`config.mk`:
```
export PLATFORM = sky130hd
export DESIGN_NAME = adder_multicycle
export DESIGN_NICKNAME = d
export VERILOG_FILES = /design/src/rtl/adder_multicycle_pkg.sv /design/src/rtl/adder_multicycle_nbits.sv /design/src/rtl/adder_multicycle.sv
export VERILOG_INCLUDE_DIRS = /design/src /design/src/rtl
export SDC_FILE = /design/constraint.sdc
export NUM_CORES = 1
export LEC_CHECK = 0
export CORE_ASPECT_RATIO = 1.4
export CORE_MARGIN = 8
export CORE_UTILIZATION = 42
export CTS_CLUSTER_SIZE = 12
export DETAILED_ROUTE_END_ITERATION = 12
export PLACE_DENSITY = 0.68
export SYNTH_ARGS = -nofsm -noshare
export SYNTH_HDL_FRONTEND = slang
export SYNTH_SLANG_ARGS = --single-unit
```
`constraint.sdc`:
```
create_clock -name i_w_clk -period 7.1 [get_ports i_w_clk]
set_clock_uncertainty 0.2 [all_clocks]
set_input_delay 1.42 -clock i_w_clk [delete_from_list [all_inputs] [get_ports i_w_clk]]
set_output_delay 1.42 -clock i_w_clk [all_outputs]
set_load 0.005 [all_outputs]
```
`src/rtl/adder_defs.sv`:
```
// State encodings shared by the multicycle arithmetic blocks.
// Guarded so it can be compiled on its own or pulled in by any package.
`ifndef ADDER_DEFS_SV
`define ADDER_DEFS_SV

`define ADDER_ST_IDLE 2'd0
`define ADDER_ST_RUN  2'd1
`define ADDER_ST_DONE 2'd2

`endif

```
`src/rtl/adder_multicycle_pkg.sv`:
```
// Shared constants and helpers for adder_multicycle.
package adder_multicycle_pkg;

`ifndef ADDER_DEFS_SV
`include "adder_defs.sv"
`endif

    localparam logic [1:0] ST_IDLE = `ADDER_ST_IDLE;
    localparam logic [1:0] ST_RUN  = `ADDER_ST_RUN;
    localparam logic [1:0] ST_DONE = `ADDER_ST_DONE;

    // Signed overflow: operands agree in sign but the result does not.
    function automatic logic signed_ovf(input logic a_msb, input logic b_msb, input logic s_msb);
        return (a_msb == b_msb) && (s_msb != a_msb);
    endfunction

endpackage

```
`src/rtl/adder_multicycle_nbits.sv`:
```
// Bit-serial building blocks: a full adder and an N-bit ripple chain of them.
module fulladder (
    input  logic a,
    input  logic b,
    input  logic cin,
    output logic s,
    output logic cout
);
    assign s    = a ^ b ^ cin;
    assign cout = (a & b) | (cin & (a ^ b));
endmodule

module adder_nbits
    import adder_multicycle_pkg::*;
#(
    parameter int N = 8
) (
    input  logic [N-1:0] a,
    input  logic [N-1:0] b,
    input  logic         cin,
    output logic [N-1:0] s,
    output logic         cout
);
    // Each stage owns its carry nets so the chain is not a self-referencing vector.
    for (genvar i = 0; i < N; i++) begin : g_bit
        logic ci_s;
        logic co_s;
        if (i == 0) begin : g_first
            assign ci_s = cin;
        end else begin : g_rest
            assign ci_s = g_bit[i-1].co_s;
        end
        fulladder u_fa (
            .a    (a[i]),
            .b    (b[i]),
            .cin  (ci_s),
            .s    (s[i]),
            .cout (co_s)
        );
    end

    assign cout = g_bit[N-1].co_s;
endmodule

```
`src/rtl/adder_multicycle.sv`:
```
// Multicycle adder/subtractor: processes CHUNK bits per cycle, LSB chunk first,
// with valid/ready handshakes on both the operand and the result side.
module adder_multicycle
    import adder_multicycle_pkg::*;
#(
    parameter int WIDTH = 32,
    parameter int CHUNK = 8
) (
    input  logic             i_w_clk,
    input  logic             i_w_rst_n,
    input  logic             i_w_valid,
    output logic             o_w_ready,
    input  logic [WIDTH-1:0] i_w_a,
    input  logic [WIDTH-1:0] i_w_b,
    input  logic             i_w_cin,
    input  logic             i_w_sub,
    output logic             o_w_valid,
    input  logic             i_w_ready,
    output logic [WIDTH-1:0] o_w_s,
    output logic             o_w_cout,
    output logic             o_w_ovf
);
    localparam int SAFE_CHUNK = (CHUNK < 1) ? 1 : CHUNK;
    localparam int NCHUNK     = WIDTH / SAFE_CHUNK;
    localparam int CW         = (NCHUNK > 1) ? $clog2(NCHUNK) : 1;
    localparam logic [CW-1:0]    LAST_CHUNK = CW'(NCHUNK - 1);
    localparam logic [WIDTH-1:0] CHUNK_MASK = WIDTH'({SAFE_CHUNK{1'b1}});

    if ((CHUNK < 1) || ((WIDTH % SAFE_CHUNK) != 0) || (WIDTH < 2)) begin : g_param_check
        $error("adder_multicycle: CHUNK must be >= 1 and divide WIDTH (WIDTH >= 2)");
    end

    logic [1:0]       state_r;
    logic [CW-1:0]    cnt_r;
    logic             carry_r;
    logic [WIDTH-1:0] a_r;
    logic [WIDTH-1:0] b_r;
    logic [WIDTH-1:0] s_r;
    logic             cout_r;
    logic             ovf_r;

    logic [31:0]      base_s;
    logic [CHUNK-1:0] a_chunk_s;
    logic [CHUNK-1:0] b_chunk_s;
    logic [CHUNK-1:0] sum_s;
    logic             chunk_cout_s;
    logic [WIDTH-1:0] s_next_s;
    logic             last_s;

    // Select the active chunk by shifting rather than indexing, so the
    // datapath stays a plain barrel shift for any CHUNK/WIDTH pairing.
    assign base_s    = 32'(cnt_r) * 32'(SAFE_CHUNK);
    assign a_chunk_s = CHUNK'(a_r >> base_s);
    assign b_chunk_s = CHUNK'(b_r >> base_s);
    assign last_s    = (cnt_r == LAST_CHUNK);

    adder_nbits #(.N(CHUNK)) u_chunk_add (
        .a    (a_chunk_s),
        .b    (b_chunk_s),
        .cin  (carry_r),
        .s    (sum_s),
        .cout (chunk_cout_s)
    );

    // Merge the freshly computed chunk into the result word at its slot.
    always_comb begin
        s_next_s = s_r;
        if (state_r == ST_RUN) begin
            s_next_s = (s_r & ~(CHUNK_MASK << base_s)) | (WIDTH'(sum_s) << base_s);
        end else begin
            s_next_s = s_r;
        end
    end

    // Control FSM, operand capture and per-chunk result accumulation.
    always_ff @(posedge i_w_clk or negedge i_w_rst_n) begin
        if (!i_w_rst_n) begin
            state_r <= ST_IDLE;
            cnt_r   <= {CW{1'b0}};
            carry_r <= 1'b0;
            a_r     <= {WIDTH{1'b0}};
            b_r     <= {WIDTH{1'b0}};
            s_r     <= {WIDTH{1'b0}};
            cout_r  <= 1'b0;
            ovf_r   <= 1'b0;
        end else begin
            case (state_r)
                ST_IDLE: begin
                    if (i_w_valid) begin
                        // Subtraction is A + ~B + 1; the caller's carry-in is ignored.
                        a_r     <= i_w_a;
                        b_r     <= i_w_sub ? ~i_w_b : i_w_b;
                        carry_r <= i_w_sub | i_w_cin;
                        cnt_r   <= {CW{1'b0}};
                        state_r <= ST_RUN;
                    end
                end
                ST_RUN: begin
                    s_r     <= s_next_s;
                    carry_r <= chunk_cout_s;
                    if (last_s) begin
                        cout_r  <= chunk_cout_s;
                        ovf_r   <= signed_ovf(a_r[WIDTH-1], b_r[WIDTH-1], sum_s[CHUNK-1]);
                        state_r <= ST_DONE;
                    end else begin
                        cnt_r <= cnt_r + CW'(1);
                    end
                end
                ST_DONE: begin
                    if (i_w_ready) begin
                        state_r <= ST_IDLE;
                    end
                end
                default: begin
                    state_r <= ST_IDLE;
                end
            endcase
        end
    end

    assign o_w_ready = (state_r == ST_IDLE);
    assign o_w_valid = (state_r == ST_DONE);
    assign o_w_s     = s_r;
    assign o_w_cout  = cout_r;
    assign o_w_ovf   = ovf_r;

endmodule

```
==> results of run 1 <==
## worst paths after layout
path / from / endpoint / slack (ns) / cells after the start
worst min-delay path: o_w_s[24]$_DFFE_PN0P_ / o_w_s[24]$_DFFE_PN0P_ / 0.28 / 2
min in group asynchronous: i_w_rst_n / a_r[26]$_DFFE_PN0P_ / 0.75 / 1
max in group asynchronous: i_w_rst_n / a_r[22]$_DFFE_PN0P_ / 4.64 / 2
worst max-delay path: cnt_r[0]$_DFFE_PN0P_ / o_w_ovf$_DFFE_PN0P_ / 1.79 / 17
worst min register to register: o_w_s[24]$_DFFE_PN0P_ / o_w_s[24]$_DFFE_PN0P_ / 0.28 / 2
worst max register to register: cnt_r[0]$_DFFE_PN0P_ / o_w_ovf$_DFFE_PN0P_ / 1.79 / 17
## registers in the layout, summed over array words and instances, names as in the netlist
| signal | count |
|---|---|
| a_r | 32 |
| b_r | 32 |
| o_w_s | 32 |
| cnt_r | 2 |
| state_r | 2 |
| carry_r | 1 |
| o_w_cout | 1 |
| o_w_ovf | 1 |
## final cells by class
cell class                      count  area, um^2
Clock buffer                       14         254
Clock inverter                      1        5.00
Fill cell                         980        5070
Inverter                           19        71.3
Multi-Input combinational cell    227        2000
Sequential cell                   103        2580
Tap cell                          144         180
Timing Repair Buffer              108        1070
## report_power, final
part | switching, mW | internal, mW
Combinational | 0.731 | 0.794
Sequential | 0.211 | 0.883
Clock | 0.195 | 0.245
## through the flow
step	hold slack [ns]	cell area (um^2)	instances
detailed placement	0.272	5890	601
floorplan	0.253	4800	371
global placement	0.260	5890	601
finish	0.282	6150	616
global route	0.312	6150	616
CTS	0.286	6150	616
## cell families after synthesis
family                     Yosys count  share of synthesized area [%]
and+or+nand+nor                     63                           5.89
muxes                               49                           15.6
adders and majority gates           12                           4.38
DFF                                103                           53.7
AOI/OAI and AO/OA                   71                           9.72
buffers and inverters               41                           4.82
xor gates and xnor gates            32                           5.84
## routing by layer
| layer | share of wire (%) | up-vias | wire length, um |
|---|---|---|---|
| met1 | 38 | 1545 | 4230 |
| met3 | 4.6 | 13 | 516 |
| met4 | 2.5 | 0 | 279 |
| li1 | - | 1489 | - |
| met5 | 0 | - | 0 |
| met2 | 55 | 79 | 6130 |
## layout by cell type (no fill, tap or decap)
| master | n |
|---|---|
| mux4_2 | 11 |
| mux2_2 | 31 |
| fa_1 | 8 |
| o21bai_1 | 1 |
| nor2_1 | 37 |
| a22o_1 | 8 |
| clkbuf_1 | 4 |
| nand3b_1 | 1 |
| mux4_1 | 5 |
| clkbuf_16 | 9 |
| nor3b_4 | 1 |
| inv_2 | 1 |
| inv_1 | 18 |
| nand2_2 | 3 |
| a211oi_2 | 1 |
| dfrtp_1 | 103 |
| nand3_1 | 4 |
| o2bb2ai_1 | 19 |
| xnor2_1 | 32 |
| nand2_1 | 7 |
| or3_1 | 1 |
| ha_1 | 4 |
| clkinv_2 | 1 |
| and3b_1 | 1 |
| buf_2 | 1 |
| nand2b_1 | 2 |
| nor2b_1 | 1 |
| mux2_1 | 2 |
| clkbuf_8 | 1 |
| nor3_1 | 5 |
| a21oi_1 | 33 |
| clkdlybuf4s50_1 | 103 |
| buf_4 | 4 |
| o21ai_0 | 9 |
## critical path, cell delays in order, from the launching register on
cell,delay (ns)
dfrtp_1,0.80
buf_4,0.34
mux4_1,0.25
inv_1,0.06
fa_1,0.37
fa_1,0.39
fa_1,0.39
fa_1,0.39
fa_1,0.37
inv_1,0.08
fa_1,0.17
inv_1,0.05
fa_1,0.36
inv_1,0.08
fa_1,0.50
and3b_1,0.25
a21oi_1,0.04
o21ai_0,0.14
==> impl_summary.txt, run 1 <==
----------------------------------------------------
[Cells and area]
  Count of antenna diodes in the layout ... 0
  Final net count ... 550
  Post-Route Utilization ... roughly 55%
  Area added between synthesis and finish ... 28.2%
  Layout cell share with drive strength beyond 1 ... 13.6%

[Timing]
  Maximum frequency from static timing analysis ... between 150 and 200 MHz
  Final hold violation count ... 0
  RSZ-0062 raised after global routing ... false
  Number of slew-limit violations in the final report ... 0
  Setup violators final ... 0
  Tcrit/Tclk final ... 74.7%
  Worst Max-Slew Pin Slew ... slightly above 1 ns
  Final setup slack of the worst path ... ~1.8 ns
  Final-layout setup total negative slack ... 0 ns
  Max_slew headroom ... between 30% and 40%
  Post-layout min period ... 5.31 ns

[Clock network]
  Setup Buffers After CTS ... 0
  Clock Pin Slew Worst Setup and Hold Paths ... around 0.06 ns
  Number of sinks on the clock net ... just over 100
  Quantity of gates resized following cts ... 0
  Clock network latency to the later pin of the worst-skew pair ... between 0.3 and 0.4 ns
  Clock tree from TritonCTS ... done
  Max H-tree Level ... 3
  Max Buffers Root-to-Sink ... 2
  Post-CTS Hold Fix Bufs ... 0
  Number of buffers created by CTS ... 9
  Root buf cell ... clkbuf_16

[Routing]
  Post-route antenna net violation count ... 0
  Count of TritonRoute iterations in the first routing pass ... 4
  Post-DR wirelength/cell ... around 18 um
  DRC violations left ... 0
  Vias after detailed routing ... about 3100
  Mean number of vias per cell ... approximately 5.1
  DRC marker count from the first detailed-route iteration ... 140
  DRT Wirelength ... roughly 11000 um

[Placed design]
  Final Wtd Congestion ... slightly above 0.8
  Worst Setup Slack post-DPL ... between 1.5 and 2 ns
  Detailed Place HPWL ... 8580 um
  Port Buffer Count ... roughly 110

[Synthesis]
  Synthesis-stage register bit count ... a little over 100
  Share of synthesized registers carrying an async set or reset ... between 90% and 100%
  Synth warnings ... 0
  Library cell occupying the most area in the post-synthesis netlist ... dfrtp_1
  Main synth FF type ... dfrtp_1
  Library cell with the highest instance count after synthesis ... dfrtp_1
  Number of enable-type register cells in the synthesized netlist ... 0
  Largest cells by area after synthesis ... dfrtp_1, mux2_2, xnor2_1
  Net count after synthesis ... about 450
  Distinct cells, synth ... 31
  Register area share after synthesis ... a little over half
  Cell count after synthesis ... ~370
  Summed instance area of the synthesized netlist ... 4800 um^2
  Top cell type's share of synthesized area ... about 54%
  Post-Syn Area per Cell ... approximately 13 um^2
  Cell types with the highest counts after synthesis ... dfrtp_1, nor2_1, a21oi_1

[Setup path]
  CP Data Arrival Time ... ~5.4 ns
  Critical path endpoint category ... flip-flop
  CP Data Required Time ... 7.15 ns
  Crit Path Class ... flip-flop to flip-flop
  Largest driver fanout on the critical path ... 15
  Critical Path Start Type ... flip-flop

[GRT]
  Via count of the first global-routing pass ... between 3000 and 4000
  Global-route track usage on met3 ... under 10%
  Met1 track demand over resource ... around 17%
  Antenna violations before repair ... 0
  Remaining Overflow, GRT ... 0
  GRT Resource Usage Total ... between 15 and 20%
  Pin count of the biggest net entering global routing ... 100
  Met2 track utilization from global routing ... between 20% and 30%
  Global-route layer with the greatest usage ... met2
  First-pass GRT wire length ... 18500 um

[Pwr]
  Power per cell area ... 497 nW/um^2
  Leakage ... 2.51 nW
  Max VDD drop ... 0.229 mV
  Post-layout power ... between 3 and 4 mW

[Floorplanning]
  Placeable core region ... ~11000 um^2
  Die area ... ~15000 um^2
  Count of boundary I/O pins ... 106
  Die span in x ... between 100 and 150 um
  Die Y-Extent ... 142 um
  Starting utilization of the core area ... between 40% and 50%
  Standard-cell row count ... 46

[Job]
  Total of max-cap violations ... 0

[Min path]
  Path category of the worst min-delay check ... flip-flop to flip-flop

[Status]
  Run status ... finished, final reports clean

----------------------------------------------------
Note: power is estimated with default switching activity, not from simulation.
==> run 2, diff against run 1 <==
- clock period: 7.1 -> 5.55 ns (I/O delays scaled with it)
==> run 2 against run 1 <==
  * First-iteration DRC count down 19%
  * Sequential cell count unchanged
  * Highest routed layer unchanged
  * Utilization up 0.61 points
  * Via count up 0.93%
  * Clock-buffer cell count down 3
  * Critical endpoint unchanged
  * Fmax up 13%
  * Combinational power up 33%
==> impl_summary.txt, run 2 (synthesis results as in run 1) <==
----------------------------------------------------
[Timing]
  RSZ-0062 raised after global routing ... false
  Setup violators final ... 0 (unchanged)
  Tcrit/Tclk final ... 84.7% (+9.9 points)
  Worst Max-Slew Pin Slew ... 1.01 ns (-0.0273 ns)
  Number of slew-limit violations in the final report ... 0 (unchanged)
  Final hold violation count ... 0 (unchanged)
  Final setup slack of the worst path ... 0.851 ns (-0.943 ns)
  Post-layout min period ... 4.70 ns (-0.607 ns)
  Hold_ws ... 0.280 ns (-0.00227 ns)
  Final-layout setup total negative slack ... 0 ns (unchanged)
  Max_slew headroom ... 32.7% (+1.8 points)
  Maximum frequency from static timing analysis ... 213 MHz (+13%)

[GRT]
  Met2 track utilization from global routing ... 29.0% (+0.79 points)
  Pin count of the biggest net entering global routing ... 100 (unchanged)
  GRT Resource Usage Total ... 15.7% (+0.020 points)
  Antenna violations before repair ... 0 (unchanged)
  Remaining Overflow, GRT ... 0 (unchanged)
  First-pass GRT wire length ... 18400 um (-0.44%)
  Global-route track usage on met3 ... 4.08% (+0.045 points)
  Global-route layer with the greatest usage ... met2
  Met1 track demand over resource ... 16.2% (-0.89 points)
  Via count of the first global-routing pass ... 3502 (+0.029%)

[Clock network]
  Max Buffers Root-to-Sink ... 2 (unchanged)
  Quantity of gates resized following cts ... 0 (unchanged)
  Clock tree from TritonCTS ... done
  Setup Buffers After CTS ... 0 (unchanged)
  Clock network latency to the later pin of the worst-skew pair ... 0.34 ns (about the same)
  Post-CTS Hold Fix Bufs ... 0 (unchanged)
  Max H-tree Level ... 3 (unchanged)
  Root buf cell ... clkbuf_16
  Number of buffers created by CTS ... 9 (unchanged)
  Clock Pin Slew Worst Setup and Hold Paths ... 0.07 ns (about the same)
  Number of sinks on the clock net ... 103 (unchanged)

[Routing]
  Post-route antenna net violation count ... 0 (unchanged)
  DRC violations left ... 0 (unchanged)
  Vias after detailed routing ... 3155 (+0.93%)
  DRT Wirelength ... 11200 um (+0.22%)
  DRC marker count from the first detailed-route iteration ... 113 (-19%)
  Count of TritonRoute iterations in the first routing pass ... 4 (unchanged)
  Post-DR wirelength/cell ... 18.1 um (-0.10%)
  Mean number of vias per cell ... 5.11 (+0.60%)

[Floorplanning]
  Placeable core region ... 11200 um^2 (unchanged)
  Die area ... 15200 um^2 (unchanged)
  Die Y-Extent ... 142 um (unchanged)
  Die span in x ... 106 um (unchanged)
  Count of boundary I/O pins ... 106 (unchanged)
  Standard-cell row count ... 46 (unchanged)
  Starting utilization of the core area ... 42.8% (unchanged)

[Setup path]
  Critical path, cell by cell ... mux4_1, inv_1, fa_1, fa_1, fa_1, fa_1, fa_1, inv_1, fa_1, inv_1, fa_1, inv_1, fa_1, and3b_1, a21oi_1, o21ai_0
  CP Data Arrival Time ... 4.75 ns (-0.61 ns)
  Most common cell type on the critical path ... fa_1
  Crit Path Class ... flip-flop to flip-flop
  Critical path endpoint category ... flip-flop
  Critical Path Start Type ... flip-flop
  Delay of the slowest critical-path stage ... 0.49 ns (-0.31 ns)
  Largest driver fanout on the critical path ... 6 (-9)
  CP Data Required Time ... 5.60 ns (-1.55 ns)
  Critical-path cell with the highest stage delay ... fa_1

[Placed design]
  Port Buffer Count ... 105 (unchanged)
  Final Wtd Congestion ... 0.827 (+2.8%)
  Detailed Place HPWL ... 8630 um (+0.64%)
  Worst Setup Slack post-DPL ... 0.851 ns (-0.933 ns)

[Pwr]
  Leakage ... 2.55 nW (+1.5%)
  Power per cell area ... 651 nW/um^2 (+31%)
  Max VDD drop ... 0.313 mV (+37%)

[Cells and area]
  Area added between synthesis and finish ... 29.6%
  Count of antenna diodes in the layout ... 0 (unchanged)
  Layout cell share with drive strength beyond 1 ... 14.6% (+1.0 points)
  Final net count ... 552 (+0.36%)
  Highest-count cells in the layout ignoring fill and taps ... dfrtp_1, clkdlybuf4s50_1, nor2_1
  Filler cell count ... 972 (-0.82%)

[Status]
  Run status ... finished, final reports clean

[Min path]
  Path category of the worst min-delay check ... flip-flop to flip-flop

[Job]
  Total of max-cap violations ... 0 (unchanged)

----------------------------------------------------
-- run 2: cell count changes in the layout (fill, tap and decap cells not counted), sizes merged --
cell,previous run,this run
buf,5,7
bufinv,0,2
clkinv,1,2
clkbuf,14,11
-- run 2: worst paths after layout --
path / from / endpoint / slack (ns) / cells past startpoint
setup / recovery: cnt_r[0]$_DFFE_PN0P_ / o_w_ovf$_DFFE_PN0P_ / 0.85 / 16
hold / removal: o_w_s[28]$_DFFE_PN0P_ / o_w_s[28]$_DFFE_PN0P_ / 0.28 / 2
setup reg to reg: cnt_r[0]$_DFFE_PN0P_ / o_w_ovf$_DFFE_PN0P_ / 0.85 / 16
hold reg to reg: o_w_s[28]$_DFFE_PN0P_ / o_w_s[28]$_DFFE_PN0P_ / 0.28 / 2
max in group asynchronous: i_w_rst_n / o_w_s[13]$_DFFE_PN0P_ / 3.48 / 2
min in group asynchronous: i_w_rst_n / a_r[29]$_DFFE_PN0P_ / 0.63 / 1
-- run 2: per-layer routing --
layer  vias up  share of wire [%]  wire, um
met4         0                2.2       248
met2        67                 57      6360
met3        15                4.7       520
met5         -                  0         0
met1      1581                 36      4050
li1       1492                  -         -
-- run 2: area by class of cell --
cell class | count | area [um^2] | share of cell area, %
Inverter | 19 | 71.3 | 1.15
Multi-Input combinational cell | 227 | 2000 | 32.1
Sequential cell | 103 | 2580 | 41.4
Timing Repair Buffer | 110 | 1080 | 17.4
Tap cell | 144 | 180 | 2.90
Clock inverter | 4 | 70.1 | 1.13
Clock buffer | 11 | 243 | 3.90
-- run 2: through the flow --
| stage | utilization (%) | std cells | power (mW) | cell area [um^2] |
|---|---|---|---|---|
| 6_report | 55.4 | 618 | 4.05 | 6220 |
| 5_1_grt | 55.4 | 618 | 4.36 | 6220 |
| 4_1_cts | 55.4 | 618 | 4.09 | 6220 |
| 3_5_place_dp | 52.6 | 603 | 3.42 | 5910 |
| 3_3_place_gp | 52.6 | 603 | 3.34 | 5910 |
| 2_1_floorplan | - | 371 | 2.66 | 4800 |
-- run 2: power breakdown --
part / switching [mW] / leakage (nW) / total [mW] / internal (mW)
clock network: 0.259 / 0.155 / 0.663 / 0.403
logic: 1.00 / 1.18 / 2.03 / 1.03
registers: 0.227 / 1.21 / 1.36 / 1.13
-- run 2: worst max-delay path: cells and delay by family (launching register included) --
family / cells / cell delay (ns)
flip-flops: 1 / 0.42
buffers and inverters: 4 / 0.28
AO/OA/AOI/OAI: 2 / 0.18
adder cells (fa/ha/maj): 8 / 2.96
multiplexers: 1 / 0.34
AND/OR/NAND/NOR: 1 / 0.24
==> run 3, diff against run 2 <==
- clock period: 5.55 -> 4.5 ns (I/O delays scaled with it)
==> run 3 against run 2 <==
  * Clock-buffer cell count rose by 2
  * Highest routed layer unchanged
  * First-iteration DRC count rose by 8.0%
  * Clock power rose by 20%
  * Design area rose by 1.1%
  * Sequential cell count did not move
  * Largest power group unchanged
  * Critical endpoint unchanged
  * Non-clock buffer count rose by 4
  * Fmax rose by 7.4%
  * Wire length rose by 1.0%
  * Utilization rose by 0.59 points
  * Sequential power rose by 24%
  * Via count fell by 0.32%
==> impl_summary.txt, run 3 (synthesis results as in run 1) <==
----------------------------------------------------
[Routing]
  DRC marker count from the first detailed-route iteration ... 122 (+8.0%)
  Count of TritonRoute iterations in the first routing pass ... 4 (unchanged)
  Post-DR wirelength/cell ... 18.1 um (+0.19%)
  Vias after detailed routing ... 3145 (-0.32%)
  DRT Wirelength ... 11300 um (+1.0%)
  Post-route antenna net violation count ... 0 (unchanged)
  Mean number of vias per cell ... 5.05 (-1.1%)
  DRC violations left ... 0 (unchanged)

[Setup path]
  Largest driver fanout on the critical path ... 3 (-3)
  Critical Path Start Type ... flip-flop
  Critical path endpoint category ... flip-flop
  CP Data Arrival Time ... 4.44 ns (-0.31 ns)
  CP Data Required Time ... 4.57 ns (-1.03 ns)
  Crit Path Class ... flip-flop to flip-flop

[Cells and area]
  Layout cell share with drive strength beyond 1 ... 17.5% (+3.0 points)
  Count of placed standard cells in the final layout, fillers left out ... 623 (+0.81%)
  Final net count ... 556 (+0.72%)
  Final non-filler cell area ... 6290 um^2 (+1.1%)
  Filler cell count ... 969 (-0.31%)
  Post-Route Utilization ... 56.0% (+0.59 points)
  Count of antenna diodes in the layout ... 0 (unchanged)
  Area added between synthesis and finish ... 31.0%
  Highest-count cells in the layout ignoring fill and taps ... dfrtp_1, clkdlybuf4s50_1, nor2_1

[GRT]
  Remaining Overflow, GRT ... 0 (unchanged)
  First-pass GRT wire length ... 18200 um (-1.2%)
  GRT Resource Usage Total ... 15.5% (-0.17 points)
  Antenna violations before repair ... 0 (unchanged)
  Pin count of the biggest net entering global routing ... 100 (unchanged)
  Via count of the first global-routing pass ... 3488 (-0.40%)

[Timing]
  Worst Max-Slew Pin Slew ... 1.01 ns (-0.00246 ns)
  RSZ-0062 raised after global routing ... true
  Final hold violation count ... 0 (unchanged)
  Max_slew headroom ... 32.8% (+0.16 points)
  Maximum frequency from static timing analysis ... 229 MHz (+7.4%)
  Post-layout min period ... 4.37 ns (-0.325 ns)
  Number of slew-limit violations in the final report ... 0 (unchanged)
  Tcrit/Tclk final ... 97.2% (+13 points)
  Setup violators final ... 0 (unchanged)

[Pwr]
  Max VDD drop ... 0.312 mV (-0.38%)
  Net switching share of the total power ... 36.3% (-0.52 points)
  Switching power total ... 1.86 mW (+25%)
  Post-layout power ... 5.13 mW (+27%)
  Share of power burned in combinational logic ... 51.7% (+1.5 points)
  Sequential share of power ... 32.7% (-0.8 points)
  Leakage ... 2.57 nW (+0.65%)
  Power Internal ... 3.27 mW (+28%)
  Power per cell area ... 816 nW/um^2 (+25%)
  Clock share of power ... 15.6% (-0.8 points)

[Clock network]
  Clock network latency to the later pin of the worst-skew pair ... 0.34 ns (about the same)
  Clock Pin Slew Worst Setup and Hold Paths ... 0.07 ns (about the same)
  Number of buffers created by CTS ... 9 (unchanged)
  Clock tree from TritonCTS ... done
  Root buf cell ... clkbuf_16
  Post-CTS Hold Fix Bufs ... 0 (unchanged)
  Max Buffers Root-to-Sink ... 2 (unchanged)
  Number of sinks on the clock net ... 103 (unchanged)
  Max H-tree Level ... 3 (unchanged)

[Floorplanning]
  Standard-cell row count ... 46 (unchanged)
  Count of boundary I/O pins ... 106 (unchanged)
  Die area ... 15200 um^2 (unchanged)
  Die Y-Extent ... 142 um (unchanged)
  Starting utilization of the core area ... 42.8% (unchanged)
  Die span in x ... 106 um (unchanged)
  Placeable core region ... 11200 um^2 (unchanged)

[Min path]
  Path category of the worst min-delay check ... flip-flop to flip-flop

[Placed design]
  Final Wtd Congestion ... 0.820 (-0.87%)
  Detailed Place HPWL ... 8740 um (+1.2%)
  Placed cell area ... 5940 um^2 (+0.59%)
  Port Buffer Count ... 105 (unchanged)
  Placed Cells ... 606 (+0.50%)

[Job]
  Total of max-cap violations ... 0 (unchanged)

[Status]
  Run status ... finished, final reports clean

----------------------------------------------------
run 3: cell types whose count changed in the layout (fill, tap and decap cells not counted), moves of 2 or more:
cell / change
inv_2: +2
buf_6: +3
clkbuf_8: +2
fa_2: +6
fa_1: -6
inv_1: -2
run 3: routing by layer:
| metal | share of wire (%) | GRT usage (%) | routed length (um) |
|---|---|---|---|
| met2 | 56 | 28.5 | 6360 |
| met5 | 0 | 0 | 0 |
| met1 | 37 | 16.5 | 4230 |
| met4 | 2.1 | 6.69 | 240 |
| met3 | 4.1 | 3.49 | 465 |
run 3: critical path: stages, from the launching register on:
cell	delay, ns
dfrtp_1	0.42
mux4_2	0.34
inv_1	0.06
fa_2	0.38
fa_2	0.40
fa_2	0.34
fa_2	0.35
fa_2	0.34
inv_2	0.06
fa_1	0.14
inv_1	0.05
fa_2	0.33
inv_2	0.06
fa_1	0.43
and3b_1	0.24
a21oi_2	0.04
o21ai_1	0.11
run 3: timing repair:
item	4_1_cts	5_1_grt
resized for setup	5	9
pin swaps	0	3
setup buffers	1	0
setup endpoints to repair	5	5
run 3: final timing paths:
| path | start | end | slack [ns] | depth (start not counted) |
|---|---|---|---|---|
| worst max-delay path | cnt_r[0]$_DFFE_PN0P_ | o_w_ovf$_DFFE_PN0P_ | 0.13 | 16 |
| worst min register to register | o_w_s[28]$_DFFE_PN0P_ | o_w_s[28]$_DFFE_PN0P_ | 0.28 | 2 |
| worst max register to register | cnt_r[0]$_DFFE_PN0P_ | o_w_ovf$_DFFE_PN0P_ | 0.13 | 16 |
| worst min-delay path | o_w_s[28]$_DFFE_PN0P_ | o_w_s[28]$_DFFE_PN0P_ | 0.28 | 2 |
| max in group asynchronous | i_w_rst_n | o_w_s[20]$_DFFE_PN0P_ | 2.72 | 2 |
| min in group asynchronous | i_w_rst_n | a_r[10]$_DFFE_PN0P_ | 0.53 | 1 |
run 3: layout make-up:
type,instances,area [um^2],area share [%]
timing repair buffer,114,1130,18.1
inverter,19,71.3,1.13
tap,144,180,2.87
sequential,103,2580,41.0
clock inverter,3,40.0,0.637
clock buffer,13,270,4.30
multi-input combinational,227,2010,32.0
run 3: power groups by stage:
stage | Combinational [mW] | Sequential [mW] | Clock (mW)
global placement | 2.47 | 1.68 | 0
global route | 2.94 | 1.74 | 0.859
CTS | 2.59 | 1.69 | 0.809
floorplan | 1.68 | 1.60 | 0
finish | 2.65 | 1.68 | 0.798
detailed placement | 2.54 | 1.70 | 0
run 3: per-stage QoR:
stage,TNS [ns],hold slack (ns),worst slack (ns)
after floorplan,0,0.253,0.00117
after global placement,-0.116,0.261,-0.0366
after detailed placement,-0.582,0.271,-0.142
after CTS,0,0.284,0.0173
after global routing,-0.0557,0.313,-0.0557
final,0,0.281,0.126
